## src/rtl/iob2axi_burst_pkg.sv

```systemverilog
// Shared AXI4 encodings and bridge state type for the native-to-AXI burst bridge.
package iob2axi_burst_pkg;

    localparam int AXI_LEN_W = 8;
    localparam int AXI_PAGE_BYTES = 4096;

    localparam logic [1:0] AXI_BURST_INCR    = 2'b01;
    localparam logic [1:0] AXI_RESP_OKAY     = 2'b00;
    localparam logic [1:0] AXI_LOCK_NORMAL   = 2'b00;
    localparam logic [3:0] AXI_CACHE_DEFAULT = 4'b0010;
    localparam logic [2:0] AXI_PROT_DEFAULT  = 3'b000;
    localparam logic [3:0] AXI_QOS_DEFAULT   = 4'b0000;

    typedef enum logic [2:0] {
        ST_IDLE,
        ST_W_ADDR,
        ST_W_DATA,
        ST_W_RESP,
        ST_R_ADDR,
        ST_R_DATA
    } state_t;

    // AXI size encoding for a bus of data_w bits
    function automatic logic [2:0] axi_size(input int data_w);
        return 3'($clog2(data_w / 8));
    endfunction

endpackage

```

## src/rtl/iob2axi_burst_calc.sv

```systemverilog
// Registered next-burst computation: current burst address, beat count and
// whether this burst finishes the transfer. Updated on load and at each burst end.
module iob2axi_burst_calc
    import iob2axi_burst_pkg::*;
#(
    parameter int ADDR_W  = 24,
    parameter int DATA_W  = 32,
    parameter int LEN_W   = 16,
    parameter int BURST_W = 4
) (
    input  logic               clk,
    input  logic               rst_n,
    input  logic               load,
    input  logic               advance,
    input  logic [ADDR_W-1:0]  load_addr,
    input  logic [LEN_W-1:0]   load_len,
    output logic [ADDR_W-1:0]  burst_addr,
    output logic [BURST_W:0]   burst_beats,
    output logic               burst_last
);

    localparam int SIZE      = $clog2(DATA_W / 8);
    localparam int MAX_BEATS = 1 << BURST_W;

    logic [ADDR_W-1:0] addr_reg, addr_next;
    logic [LEN_W-1:0]  rem_reg, rem_next;
    logic [BURST_W:0]  beats_reg, beats_next;
    logic              last_reg, last_next;

    // Beats of the burst starting at a: bounded by what is left, the max
    // burst length and the words remaining before the next 4 KB page.
    function automatic logic [BURST_W:0] calc_beats(input logic [ADDR_W-1:0] a,
                                                    input logic [LEN_W-1:0]  rem);
        logic [31:0] page_words;
        logic [31:0] limit;
        page_words = (32'(AXI_PAGE_BYTES) - 32'(a[11:0])) >> SIZE;
        limit = 32'(MAX_BEATS);
        if (page_words < limit) limit = page_words;
        if (32'(rem) < limit)   limit = 32'(rem);
        return limit[BURST_W:0];
    endfunction

    // Select the state the next burst is computed from
    always_comb begin
        addr_next = addr_reg;
        rem_next  = rem_reg;
        if (load) begin
            addr_next = load_addr & ~ADDR_W'(DATA_W / 8 - 1);
            rem_next  = load_len;
        end else if (advance) begin
            addr_next = addr_reg + (ADDR_W'(beats_reg) << SIZE);
            rem_next  = rem_reg - LEN_W'(beats_reg);
        end
        beats_next = calc_beats(addr_next, rem_next);
        last_next  = (32'(rem_next) == 32'(beats_next));
    end

    // Register the burst parameters so the AXI address fields come straight from flops
    always_ff @(posedge clk) begin
        if (!rst_n) begin
            addr_reg  <= '0;
            rem_reg   <= '0;
            beats_reg <= '0;
            last_reg  <= 1'b0;
        end else if (load || advance) begin
            addr_reg  <= addr_next;
            rem_reg   <= rem_next;
            beats_reg <= beats_next;
            last_reg  <= last_next;
        end
    end

    assign burst_addr  = addr_reg;
    assign burst_beats = beats_reg;
    assign burst_last  = last_reg;

endmodule

```

## src/rtl/iob2axi_burst.sv

```systemverilog
// Native-stream to AXI4 burst bridge: one outstanding burst at a time, in
// either direction, with bursts split at the max length and at 4 KB pages.
module iob2axi_burst
    import iob2axi_burst_pkg::*;
#(
    parameter int ADDR_W   = 24,
    parameter int DATA_W   = 32,
    parameter int LEN_W    = 16,
    parameter int BURST_W  = 4,
    parameter int AXI_ID_W = 1
) (
    input  logic                  clk,
    input  logic                  rst_n,
    input  logic                  run,
    input  logic                  direction,
    input  logic [ADDR_W-1:0]     addr,
    input  logic [LEN_W-1:0]      length,
    output logic                  ready,
    output logic                  error,
    input  logic                  s_valid,
    input  logic [DATA_W-1:0]     s_wdata,
    input  logic [DATA_W/8-1:0]   s_wstrb,
    output logic [DATA_W-1:0]     s_rdata,
    output logic                  s_ready,
    output logic [AXI_ID_W-1:0]   m_axi_awid,
    output logic [ADDR_W-1:0]     m_axi_awaddr,
    output logic [7:0]            m_axi_awlen,
    output logic [2:0]            m_axi_awsize,
    output logic [1:0]            m_axi_awburst,
    output logic [1:0]            m_axi_awlock,
    output logic [3:0]            m_axi_awcache,
    output logic [2:0]            m_axi_awprot,
    output logic [3:0]            m_axi_awqos,
    output logic                  m_axi_awvalid,
    input  logic                  m_axi_awready,
    output logic [DATA_W-1:0]     m_axi_wdata,
    output logic [DATA_W/8-1:0]   m_axi_wstrb,
    output logic                  m_axi_wlast,
    output logic                  m_axi_wvalid,
    input  logic                  m_axi_wready,
    input  logic [AXI_ID_W-1:0]   m_axi_bid,
    input  logic [1:0]            m_axi_bresp,
    input  logic                  m_axi_bvalid,
    output logic                  m_axi_bready,
    output logic [AXI_ID_W-1:0]   m_axi_arid,
    output logic [ADDR_W-1:0]     m_axi_araddr,
    output logic [7:0]            m_axi_arlen,
    output logic [2:0]            m_axi_arsize,
    output logic [1:0]            m_axi_arburst,
    output logic [1:0]            m_axi_arlock,
    output logic [3:0]            m_axi_arcache,
    output logic [2:0]            m_axi_arprot,
    output logic [3:0]            m_axi_arqos,
    output logic                  m_axi_arvalid,
    input  logic                  m_axi_arready,
    input  logic [AXI_ID_W-1:0]   m_axi_rid,
    input  logic [DATA_W-1:0]     m_axi_rdata,
    input  logic [1:0]            m_axi_rresp,
    input  logic                  m_axi_rlast,
    input  logic                  m_axi_rvalid,
    output logic                  m_axi_rready
);

    localparam logic [BURST_W:0] ONE_BEAT = 1;

    state_t            state_reg;
    logic              error_reg;
    logic              awvalid_reg;
    logic              arvalid_reg;
    logic              bready_reg;
    logic [BURST_W:0]  beat_cnt_reg;

    logic [ADDR_W-1:0] burst_addr;
    logic [BURST_W:0]  burst_beats;
    logic              burst_last;
    logic              start;
    logic              beat_final;
    logic              w_fire;
    logic              r_fire;
    logic              advance;
    logic [7:0]        axi_len;

    // IDs are always zero, so returned IDs carry no information
    logic unused_ids;
    assign unused_ids = ^{m_axi_bid, m_axi_rid};

    assign start      = (state_reg == ST_IDLE) && run && (length != '0);
    assign beat_final = (beat_cnt_reg == burst_beats - ONE_BEAT);
    assign w_fire     = (state_reg == ST_W_DATA) && s_valid && m_axi_wready;
    assign r_fire     = (state_reg == ST_R_DATA) && s_valid && m_axi_rvalid;
    assign advance    = ((state_reg == ST_W_RESP) && m_axi_bvalid) || (r_fire && beat_final);
    assign axi_len    = AXI_LEN_W'(burst_beats - ONE_BEAT);

    iob2axi_burst_calc #(
        .ADDR_W  (ADDR_W),
        .DATA_W  (DATA_W),
        .LEN_W   (LEN_W),
        .BURST_W (BURST_W)
    ) u_calc (
        .clk         (clk),
        .rst_n       (rst_n),
        .load        (start),
        .advance     (advance),
        .load_addr   (addr),
        .load_len    (length),
        .burst_addr  (burst_addr),
        .burst_beats (burst_beats),
        .burst_last  (burst_last)
    );

    // Control FSM for both directions plus the per-burst beat counter
    always_ff @(posedge clk) begin
        if (!rst_n) begin
            state_reg    <= ST_IDLE;
            error_reg    <= 1'b0;
            awvalid_reg  <= 1'b0;
            arvalid_reg  <= 1'b0;
            bready_reg   <= 1'b0;
            beat_cnt_reg <= '0;
        end else begin
            case (state_reg)
                ST_IDLE: begin
                    if (start) begin
                        error_reg    <= 1'b0;
                        beat_cnt_reg <= '0;
                        if (direction) begin
                            state_reg   <= ST_W_ADDR;
                            awvalid_reg <= 1'b1;
                        end else begin
                            state_reg   <= ST_R_ADDR;
                            arvalid_reg <= 1'b1;
                        end
                    end
                end
                ST_W_ADDR: begin
                    if (m_axi_awready) begin
                        awvalid_reg  <= 1'b0;
                        beat_cnt_reg <= '0;
                        state_reg    <= ST_W_DATA;
                    end
                end
                ST_W_DATA: begin
                    if (w_fire) begin
                        if (beat_final) begin
                            state_reg  <= ST_W_RESP;
                            bready_reg <= 1'b1;
                        end else begin
                            beat_cnt_reg <= beat_cnt_reg + ONE_BEAT;
                        end
                    end
                end
                ST_W_RESP: begin
                    if (m_axi_bvalid) begin
                        bready_reg <= 1'b0;
                        if (m_axi_bresp != AXI_RESP_OKAY) error_reg <= 1'b1;
                        if (burst_last) begin
                            state_reg <= ST_IDLE;
                        end else begin
                            state_reg   <= ST_W_ADDR;
                            awvalid_reg <= 1'b1;
                        end
                    end
                end
                ST_R_ADDR: begin
                    if (m_axi_arready) begin
                        arvalid_reg  <= 1'b0;
                        beat_cnt_reg <= '0;
                        state_reg    <= ST_R_DATA;
                    end
                end
                ST_R_DATA: begin
                    if (r_fire) begin
                        // Burst end is counted; rlast only serves as a consistency check
                        if ((m_axi_rresp != AXI_RESP_OKAY) || (m_axi_rlast != beat_final))
                            error_reg <= 1'b1;
                        if (beat_final) begin
                            if (burst_last) begin
                                state_reg <= ST_IDLE;
                            end else begin
                                state_reg   <= ST_R_ADDR;
                                arvalid_reg <= 1'b1;
                            end
                        end else begin
                            beat_cnt_reg <= beat_cnt_reg + ONE_BEAT;
                        end
                    end
                end
                default: state_reg <= ST_IDLE;
            endcase
        end
    end

    assign ready = (state_reg == ST_IDLE);
    assign error = error_reg;

    // Native side: handshakes pass straight through during the data phases only
    assign s_ready = ((state_reg == ST_W_DATA) && m_axi_wready) ||
                     ((state_reg == ST_R_DATA) && m_axi_rvalid);
    assign s_rdata = m_axi_rdata;

    assign m_axi_awid    = '0;
    assign m_axi_awaddr  = burst_addr;
    assign m_axi_awlen   = axi_len;
    assign m_axi_awsize  = axi_size(DATA_W);
    assign m_axi_awburst = AXI_BURST_INCR;
    assign m_axi_awlock  = AXI_LOCK_NORMAL;
    assign m_axi_awcache = AXI_CACHE_DEFAULT;
    assign m_axi_awprot  = AXI_PROT_DEFAULT;
    assign m_axi_awqos   = AXI_QOS_DEFAULT;
    assign m_axi_awvalid = awvalid_reg;

    assign m_axi_wdata  = s_wdata;
    assign m_axi_wstrb  = s_wstrb;
    assign m_axi_wvalid = (state_reg == ST_W_DATA) && s_valid;
    assign m_axi_wlast  = (state_reg == ST_W_DATA) && beat_final;
    assign m_axi_bready = bready_reg;

    assign m_axi_arid    = '0;
    assign m_axi_araddr  = burst_addr;
    assign m_axi_arlen   = axi_len;
    assign m_axi_arsize  = axi_size(DATA_W);
    assign m_axi_arburst = AXI_BURST_INCR;
    assign m_axi_arlock  = AXI_LOCK_NORMAL;
    assign m_axi_arcache = AXI_CACHE_DEFAULT;
    assign m_axi_arprot  = AXI_PROT_DEFAULT;
    assign m_axi_arqos   = AXI_QOS_DEFAULT;
    assign m_axi_arvalid = arvalid_reg;
    assign m_axi_rready  = (state_reg == ST_R_DATA) && s_valid;

endmodule

```

## config.mk

```make
export PLATFORM = sky130hd
export DESIGN_NAME = iob2axi_burst
export DESIGN_NICKNAME = d
export VERILOG_FILES = /design/src/rtl/iob2axi_burst_pkg.sv /design/src/rtl/iob2axi_burst_calc.sv /design/src/rtl/iob2axi_burst.sv
export SDC_FILE = /design/constraint.sdc
export NUM_CORES = 1
export LEC_CHECK = 0
export CORE_MARGIN = 5
export CORE_UTILIZATION = 40
export DETAILED_ROUTE_END_ITERATION = 10
export PLACE_DENSITY = 0.92
export SLEW_MARGIN = 10
export SYNTH_ARGS = -nofsm -noshare
export SYNTH_HDL_FRONTEND = slang
export SYNTH_SLANG_ARGS = --single-unit
```

## constraint.sdc

```tcl
create_clock -name clk -period 5.9 [get_ports clk]
set_input_delay 1.18 -clock clk [delete_from_list [all_inputs] [get_ports clk]]
set_output_delay 1.18 -clock clk [all_outputs]
set_load 0.02 [all_outputs]
```

# [Yosys cells after proc, flatten, opt, wreduce, memory -nomap -nowiden]
# Index checks and enable logic that the tools add are counted.
[op_classes] n_addsub=6 n_lt_le_gt_ge=2 n_eq_ne=22 mux=47 reduce_logical=32
[ops] cell="$mux 24" n=2
[ops] cell="$mux 5" n=7
[ops] cell="$mux 16" n=2
[ops] cell="$lt 16x30->1" n=1
[ops] cell="$lt 30x5->1 const B" n=1
[ops] cell="$mux 3" n=10
[ops] cell="$mux 30" n=1
[ops] cell="$pmux 5 s5" n=1
[ops] cell="$add 24x7->24" n=1
[ops] cell="$ne 2x2->1 const B" n=11
[ops] cell="$mux 1" n=19
[ops] cell="$pmux 3 s6" n=1
[ops] cell="$reduce_and 6->1" n=3
[ops] cell="$eq 16x5->1" n=1
[ops] cell="$reduce_bool 16->1" n=1
[ops] cell="$sub 16x5->16" n=1
[ops] cell="$sub 13x12->14 const A" n=1
[ops] cell="$logic_and 1x1->1" n=11
[ops] cell="$pmux 1 s3" n=3
[ops] cell="$reduce_bool 3->1" n=3
[ops] cell="$reduce_and 8->1" n=1
[ops] cell="$reduce_bool 2->1" n=4
[ops] cell="$reduce_and 7->1" n=1
[ops] cell="$eq 3x2->1 const B" n=2
[ops] cell="14 further kinds" n=20
[word_totals] ff_bits=58 input_bits=125 output_inout_bits=179 wordCells=120

# [Depth between registers and ports, before layout]
# Gate-level depths: netlist (run 1).
[depth] word_depth=13 depth_mapped=19 ltp_nobuf=19

# [Modules after synthesis]
# From an unflattened synthesis (run 1), not the netlist that was laid out.
[unflattened] hier_cells=700 hier_area_um2=5418.9
[modules_own_cells] mod="iob2axi_burst_calc" instances=1 cells_each=421 area_per_inst_um2=3269.4 seq_area_each_um2=920.9
[modules_own_cells] mod="iob2axi_burst" instances=1 cells_each=279 area_per_inst_um2=2149.6 seq_area_each_um2=240.2

# [Worst setup path after synthesis (run 1)]
# OpenSTA, ideal clock, no wires.
[synth_timing] path_kind="input to register" startpoint="input port length[3]" endpoint="register u_calc.beats_reg[4] (netlist: u_calc.burst_beats[4])" setup_time_ps=122 t_arrival_ps=4648 required_ps=5778 slack_ps=1130 cell_stages=17 path_buffers=1 cell_sequence="nor4_1 -> nand4_1 -> and2_1 -> buf_6 -> nor3_4 -> a221o_2 -> o211ai_4 -> nor3_2 -> nand2_1 -> ha_1 -> a21o_1 -> a21o_1 -> a21oi_1 -> o211a_1 -> nand4_2 -> and3b_1 -> a311o_1"
[synth_via] elab_chain_cells=8 elab_cells_between_ends=10 cone_classes="add/sub: 1; order compare: 2; mux: 4; reduce/logical: 3"
[synth_lines] item="from (decl)" line="iob2axi_burst.sv:17" rtl="input logic [LEN_W-1:0] length,"
[synth_lines] item="$reduce_bool 16->1" line="iob2axi_burst.sv:87" rtl="assign start = (state_reg == ST_IDLE) && run && (length != '0);"
[synth_lines] item="$logic_and 1x1->1" line="iob2axi_burst.sv:87"
[synth_lines] item="$mux 24" line="iob2axi_burst_calc.sv:47" rtl="if (load) begin"
[synth_lines] item="$sub 13x12->14" line="iob2axi_burst_calc.sv:36" rtl="page_words = (32'(AXI_PAGE_BYTES) - 32'(a[11:0])) >> SIZE;"
[synth_lines] item="$lt 30x5->1" line="iob2axi_burst_calc.sv:38" rtl="if (page_words < limit) limit = page_words;"
[synth_lines] item="$mux 30" line="iob2axi_burst_calc.sv:38"
[synth_lines] item="$lt 16x30->1" line="iob2axi_burst_calc.sv:39" rtl="if (32'(rem) < limit) limit = 32'(rem);"
[synth_lines] item="$mux 5" line="iob2axi_burst_calc.sv:39"
[synth_lines] item="to (signal assigned)" line="iob2axi_burst_calc.sv:68" rtl="beats_reg <= beats_next;"
[synth_lines] item="to (decl)" line="iob2axi_burst_calc.sv:27" rtl="logic [BURST_W:0] beats_reg, beats_next;"
# Several ways; a longest one is shown, not always the timed one.
# A chain may end at the register's enable or synchronous reset.

# [Worst setup path in the final report (run 1)]
[layout_timing] startpoint="input port length[12]" endpoint="register u_calc.beats_reg[4] (netlist: u_calc.burst_beats[4])"
# The elaborated chain is that of the path after synthesis.

==> results.py, run 1 <==
metrics = {
    "run_status": {
        "outcome": "complete, no violations",
    },
    "clock_tree": {
        "clk_pin_slew_ns": 0.05,
        "numCtsBuffers": 9,
        "cts_hold_buf": 0,
        "cts_buffer_depth": 2,
        "cts_max_level": 3,
        "cts_tree": "built",
        "cts_resized": 0,
        "cts.sinks": 58,
        "clk_latency_ns": 0.34,
        "root_buffer": "clkbuf_16",
        "cts_setup_buffers": 0,
    },
    "timing": {
        "rsz0062_at_grt": "no",
        "post-route-period-util": 0.911,
        "hold_violations": 0,
        "finalSetupViolCount": 0,
        "worst_pin_slew_ns": 0.774,
        "tns_ns": 0,
        "fin_crit_ns": 5.38,
        "whs_ns": 0.457,
        "slew_violations": 0,
        "slew_headroom": 0.483,
        "fmax_mhz": 186,
        "skew_ns": 0.0120,
    },
    "power": {
        "power.total_mw": 2.93,
        "clkPwrFrac": 0.194,
        "comb_power_share": 0.589,
        "seqPwrFrac": 0.217,
        "ir_drop_uv": 151,
        "leakage_nw": 2.51,
        "power_density_nw_per_um2": 454,
        "cellInternalPower_mw": 1.60,
        "swShare": 0.453,
        "p_switching_mw": 1.33,
    },
    "yosys": {
        "ys.flop_type": "dfxtp_1",
        "synthSimpleGateAreaFrac": 0.217,
        "synthCells": 697,
        "synth_edf_count": 0,
        "synth_top_area_frac": 0.210,
        "yosysUniqueCellTypes": 80,
        "synth_warnings": 0,
        "muxShareOfSynthArea": 0.0240,
        "synth_area_leaders": "dfxtp_1 (21%), buf_4 (19%), ha_1 (4.8%)",
        "async_reset_ff_frac": 0,
        "synth_seq_cells": 58,
        "synth_top_family_by_area": "buffers and inverters",
        "yosys.area_share.adder": 0.0548,
        "ys_seq_area_frac": 0.210,
        "synth_top_cell_by_area": "dfxtp_1",
        "syn_area_per_cell_sq_um": 7.93,
        "synthXorXnorAreaFrac": 0.0569,
        "synth_area_sq_um": 5520,
        "synth_compound_area_frac": 0.214,
    },
    "grt": {
        "gr-usage-all-layers": 0.189,
        "grt_pass1_wl_microns": 24800,
        "grt_pass1_vias": 5016,
        "grt_max_degree": 41,
        "grt.busiest_layer": "met2",
        "use_met2": 0.322,
        "antenna_found_initial": 0,
        "met3_usage": 0.0472,
        "overflow": 0,
        "use_met1": 0.212,
    },
    "setup_path": {
        "critPathBufInv": 2,
        "critPathMaxStageDelay_ns": 0.43,
        "critPathTopFamily": "simple AND/OR/NAND/NOR gates",
        "reg2reg_from": "u_calc.burst_beats[0]",
        "critPathSlowestCell": "clkdlybuf4s50_1",
        "worst-setup-path-type": "in2reg",
        "r2r_end": "u_calc.burst_beats[4]",
        "r2r_cells": 19,
        "crit_fanout": 9,
        "reg2reg_slack_ns": 0.75,
        "startpoint_type": "input pin",
        "cp_common_cell": "a21o_1",
        "critPathArrivalTime_ns": 5.60,
        "crit_chain": "clkdlybuf4s50_1 > nor4_1 > nand4_1 > and2_1 > nor3_4 > buf_4 > a221oi_2 > xnor2_1 > nand2_1 > ha_1 > a21o_1 > a21o_1 > a21oi_1 > o211a_1 > nand4_2 > and3b_1 > a311o_1",
        "crit_path_end_kind": "register",
        "worstPathRequired_ns": 6.12,
    },
    "worst_hold_path": {
        "hold_start": "error",
        "hold_class": "reg2reg",
        "holdPathStages": 2,
        "whs_endpoint": "error",
    },
    "place": {
        "hpwl_microns": 12000,
        "gp_congestion": 0.960,
        "port-buffer-count": 125,
    },
    "detailed_routing": {
        "dr.pass1.iters": 5,
        "drt-vias-per-instance": 5.65,
        "drtIter0Drc": 482,
        "vias": 5162,
        "ant_nets": 0,
        "routed_wl_microns": 16100,
        "drc": 0,
        "wire_per_inst_microns": 17.7,
    },
    "floorplan": {
        "die_h_microns": 128,
        "die_x_microns": 128,
        "pin_count": 304,
        "rows": 43,
        "die_area_sq_um": 16300,
        "initial_core_util": 0.403,
        "core_area_sq_um": 13700,
    },
    "run": {
        "maxCapViolCount": 0,
    },
    "layout": {
        "drive_gt1_frac": 0.0858,
        "syn_to_final_growth_pct": 16.9,
        "post-route-util": 0.470,
        "antenna_cells": 0,
        "largest_register_ffs": 24,
        "layout_common_cells": "clkdlybuf4s50_1 (125), nor2_1 (68), dfxtp_1 (58), nand2_1 (49), conb_1 (43)",
        "layout_commonest_cell": "clkdlybuf4s50_1",
        "fill_cells": 1239,
        "nNetsFinal": 877,
    },
}
-- per-stage QoR --
step | cell area (sq um) | setup slack, ns | cells
3_3_place_gp | 6130 | 0.492 | 898
2_1_floorplan | 5680 | 1.13 | 738
3_5_place_dp | 6130 | 0.422 | 898
6_report | 6450 | 0.522 | 914
5_1_grt | 6450 | 0.407 | 914
4_1_cts | 6450 | 0.629 | 914
-- tightest hold or removal path, delay by kind of cell, from the launching register on --
| family | cells | cell delay (ns) |
|---|---|---|
| AO/OA/AOI/OAI | 1 | 0.05 |
| buffers and inverters | 1 | 0.05 |
| flip-flops | 1 | 0.30 |
-- how the worst max path moves through the flow --
stage | start | end | slack, ns | cells past startpoint
global route | length[12] | u_calc.burst_beats[1] | 0.41 | 19
floorplan | length[3] | u_calc.burst_beats[4] | 1.13 | 17
detailed placement | length[11] | u_calc.burst_beats[1] | 0.42 | 18
global placement | length[12] | u_calc.burst_beats[1] | 0.49 | 18
CTS | length[12] | u_calc.burst_beats[4] | 0.63 | 17
finish | length[12] | u_calc.burst_beats[4] | 0.52 | 17
-- area by class of cell --
class | count | area [sq um] | share of cell area
Sequential cell | 58 | 1160 | 0.180
Multi-Input combinational cell | 498 | 3290 | 0.510
Clock buffer | 11 | 243 | 0.0376
Inverter | 19 | 71.3 | 0.0110
Clock inverter | 5 | 77.6 | 0.0120
Tap cell | 180 | 225 | 0.0349
Timing Repair Buffer | 143 | 1390 | 0.215
-- cell usage after synthesis (6+ instances only) --
library cell,number
a211oi_1,7
nor3_1,12
nor2_1,68
a21oi_1,42
nand4_1,7
and2_1,18
xnor2_1,16
xor2_1,18
dfxtp_1,58
o21ai_0,25
ha_1,21
nand3_1,17
buf_4,142
clkbuf_1,18
nand2_1,49
and3_1,12
nor4_1,11
o21ai_1,6
inv_1,19
mux2i_1,11
-- cells by family after synthesis --
kind of cell	count (synthesis)
other	2
AO/OA/AOI/OAI	156
AND/OR/NAND/NOR	228
buffers and inverters	182
adder cells (fa/ha/maj)	23
multiplexers	13
flip-flops	58
XOR/XNOR	35
-- routing by layer --
| layer | vias to the layer above | wire, microns | share of wire |
|---|---|---|---|
| met1 | 2407 | 6050 | 0.37 |
| li1 | 2360 | - | - |
| met5 | - | 0 | 0 |
| met2 | 309 | 7800 | 0.48 |
| met4 | 0 | 824 | 0.051 |
| met3 | 86 | 1460 | 0.091 |
-- power groups by stage --
stage                     registers, mW  clock network, mW  logic, mW
after global routing              0.652              0.584       1.86
after CTS                         0.630              0.569       1.71
after global placement            0.630                  0       1.64
after detailed placement          0.637                  0       1.68
final                             0.636              0.568       1.73
after floorplan                   0.641                  0       1.26
(Power assumes the default switching activity.)
==> run 2: changes to the inputs <==
Settings changed: CTS_CLUSTER_SIZE from default to 24, SYNTH_HIERARCHICAL from default to 1.
==> run 2 against run 1 <==
- flip-flop and latch count unchanged
- die area decreased by 1.7%
- first-iteration DRC count decreased by 5.8%
- design area increased by 0.95%
- synthesized area decreased by 1.9%
- clock power increased by 2%
- highest routed layer unchanged
==> results.py, run 2 <==
metrics = {
    "yosys": {
        "synth_top_cell_by_area": "dfxtp_1",
        "synth_seq_cells": 58,
        "synth_top_area_frac": 0.214,
        "synth_warnings": 6,
        "async_reset_ff_frac": 0,
        "yosysUniqueCellTypes": 83,
        "synth_area_sq_um": 5420,
        "synth_area_leaders": "dfxtp_1 (21%), buf_4 (20%), ha_1 (4.8%)",
        "ys.flop_type": "dfxtp_1",
        "synth_edf_count": 0,
        "synthCells": 700,
        "synthMostInstantiatedCell": "buf_4",
        "ys_seq_area_frac": 0.214,
        "syn_area_per_cell_sq_um": 7.74,
        "ys_top_cells_by_count": "buf_4 (142), nor2_1 (62), dfxtp_1 (58)",
    },
    "layout": {
        "layout_common_cells": "clkdlybuf4s50_1 (125), nor2_1 (61), dfxtp_1 (58), nand2_1 (55), conb_1 (43)",
        "antenna_cells": 0,
        "largest_register_ffs": 24,
        "nNetsFinal": 901,
        "drive_gt1_frac": 0.107,
        "syn_to_final_growth_pct": 20.2,
        "layout_commonest_cell": "clkdlybuf4s50_1",
    },
    "clock_tree": {
        "cts_hold_buf": 0,
        "cts_max_level": 3,
        "cts.sinks": 58,
        "numCtsBuffers": 9,
        "cts_buffer_depth": 2,
        "clk_pin_slew_ns": 0.05,
        "cts_tree": "built",
        "root_buffer": "clkbuf_16",
        "clk_latency_ns": 0.34,
    },
    "grt": {
        "grt_pass1_vias": 4831,
        "grt_pass1_wl_microns": 24500,
        "gr-usage-all-layers": 0.187,
        "grt_max_degree": 30,
        "overflow": 0,
        "antenna_found_initial": 0,
    },
    "detailed_routing": {
        "routed_wl_microns": 15400,
        "drtIter0Drc": 454,
        "drc": 0,
        "drt-vias-per-instance": 5.33,
        "wire_per_inst_microns": 16.5,
        "vias": 4981,
        "ant_nets": 0,
        "dr.pass1.iters": 4,
    },
    "setup_path": {
        "critPathLaunch": "length[10]",
        "reg2reg_from": "u_calc/burst_beats[0]",
        "r2r_cells": 23,
        "worstPathRequired_ns": 6.14,
        "crit_fanout": 5,
        "reg2reg_slack_ns": 0.50,
        "crit_path_end_kind": "register",
        "startpoint_type": "input pin",
        "crit_path_end": "u_calc/burst_beats[1]",
        "worst-setup-path-type": "in2reg",
        "r2r_end": "u_calc/burst_beats[1]",
        "critPathArrivalTime_ns": 5.88,
    },
    "power": {
        "p_switching_mw": 1.41,
        "swShare": 0.448,
        "leakage_nw": 2.68,
        "cellInternalPower_mw": 1.74,
        "ir_drop_uv": 218,
        "clkPwrFrac": 0.184,
        "seqPwrFrac": 0.199,
        "power_density_nw_per_um2": 484,
        "comb_power_share": 0.618,
        "power.total_mw": 3.15,
    },
    "floorplan": {
        "initial_core_util": 0.409,
        "die_h_microns": 126,
        "die_x_microns": 126,
        "core_area_sq_um": 13200,
        "die_area_sq_um": 16000,
        "rows": 42,
        "pin_count": 304,
    },
    "timing": {
        "fin_crit_ns": 5.64,
        "hold_violations": 0,
        "setup_ws_ns": 0.262,
        "skew_ns": 0.00650,
        "worst_pin_slew_ns": 0.854,
        "post-route-period-util": 0.956,
        "rsz0062_at_grt": "no",
        "fmax_mhz": 177,
        "tns_ns": 0,
        "slew_headroom": 0.430,
        "slew_violations": 0,
        "finalSetupViolCount": 0,
    },
    "run": {
        "maxCapViolCount": 0,
    },
    "place": {
        "port-buffer-count": 125,
        "place_ws_ns": -0.00447,
        "gp_congestion": 0.911,
        "hpwl_microns": 11800,
    },
    "worst_hold_path": {
        "hold_class": "reg2reg",
    },
    "run_status": {
        "outcome": "complete, no violations",
    },
}
==> run 2: cell types whose count changed after synthesis, sizes merged, moves of 6 or more <==
cell / previous run / this run
a21oi: 42 / 24
a221oi: 9 / 3
and2: 18 / 8
nand2: 49 / 56
nand3: 17 / 27
nor2: 68 / 62
nor4: 12 / 5
or4: 1 / 7
==> run 2: worst min path at each step <==
stage	from	end	slack [ns]	cells after the start
finish	m_axi_arvalid	m_axi_arvalid	0.48	1
global route	m_axi_arvalid	m_axi_arvalid	0.51	1
CTS	m_axi_arvalid	m_axi_arvalid	0.49	1
detailed placement	m_axi_arvalid	m_axi_arvalid	0.47	1
global placement	m_axi_arvalid	m_axi_arvalid	0.46	1
floorplan	u_calc/burst_last	u_calc/burst_last	0.48	2
==> run 2: metrics by stage <==
stage / area (sq um) / instances / hold WS (ns) / util
final: 6520 / 934 / 0.483 / 0.492
after global placement: 6190 / 918 / 0.464 / 0.467
after global routing: 6520 / 934 / 0.512 / 0.492
after CTS: 6510 / 934 / 0.486 / 0.492
after floorplan: 5570 / 740 / 0.475 / -
after detailed placement: 6190 / 918 / 0.474 / 0.467
==> run 2: critical path, stage by stage <==
cell             delay [ns]
clkdlybuf4s50_1        0.43
or4_4                  0.58
o41ai_2                0.35
buf_4                  0.19
nor2_4                 0.05
o41a_1                 0.43
nor4bb_2               0.33
xor2_1                 0.13
nor2_1                 0.20
nand2_1                0.11
ha_1                   0.31
a21o_1                 0.18
a21o_1                 0.16
a21oi_1                0.14
o211ai_1               0.14
nor4_4                 0.38
nand2_2                0.12
or3_1                  0.36
o311ai_1               0.09
==> run 2: layout make-up <==
cell class	instances	area, sq um
Sequential cell	58	1160
Tap cell	176	220
Clock inverter	5	77.6
Timing Repair Buffer	164	1540
Multi-Input combinational cell	495	3180
Clock buffer	11	243
Fill cell	1295	6730
Inverter	25	93.8
==> run 2: cells by family after synthesis <==
| family | synth area share |
|---|---|
| fa+ha+maj | 0.0559 |
| mux | 0.0150 |
| simple gates | 0.225 |
| other cells | 0.00208 |
| compound gates | 0.189 |
| xor+xnor | 0.0686 |
| buf+inv | 0.230 |
| flops | 0.214 |
==> run 2: repair_timing <==
| item | in CTS | in global routing |
|---|---|---|
| buffers inserted | 0 | 0 |
| hold endpoints to repair | 0 | 0 |
| setup endpoints to repair | 0 | 1 |
| resized for setup | 0 | 1 |
==> run 2: per-layer routing <==
| layer | GRT usage | wire length [microns] | vias to the layer above | part of all wire |
|---|---|---|---|---|
| met5 | 0 | 0 | - | 0 |
| met4 | 0.0820 | 444 | 0 | 0.029 |
| met3 | 0.0572 | 1310 | 51 | 0.085 |
| met2 | 0.312 | 7490 | 248 | 0.49 |
| met1 | 0.220 | 6160 | 2302 | 0.40 |
| li1 | - | - | 2380 | - |
==> run 2: power by group through the flow <==
stage | Clock, mW | Combinational (mW) | Sequential (mW)
after detailed placement | 0 | 1.91 | 0.630
after floorplan | 0 | 1.35 | 0.640
after CTS | 0.588 | 1.93 | 0.625
after global routing | 0.612 | 2.10 | 0.643
final | 0.579 | 1.95 | 0.626
after global placement | 0 | 1.88 | 0.627
==> run 3: changes to the inputs <==
Settings changed: TNS_END_PERCENT from default to 20.
==> results of run 3 <==
Final layout, timing and power as in run 2 (identical DEF).
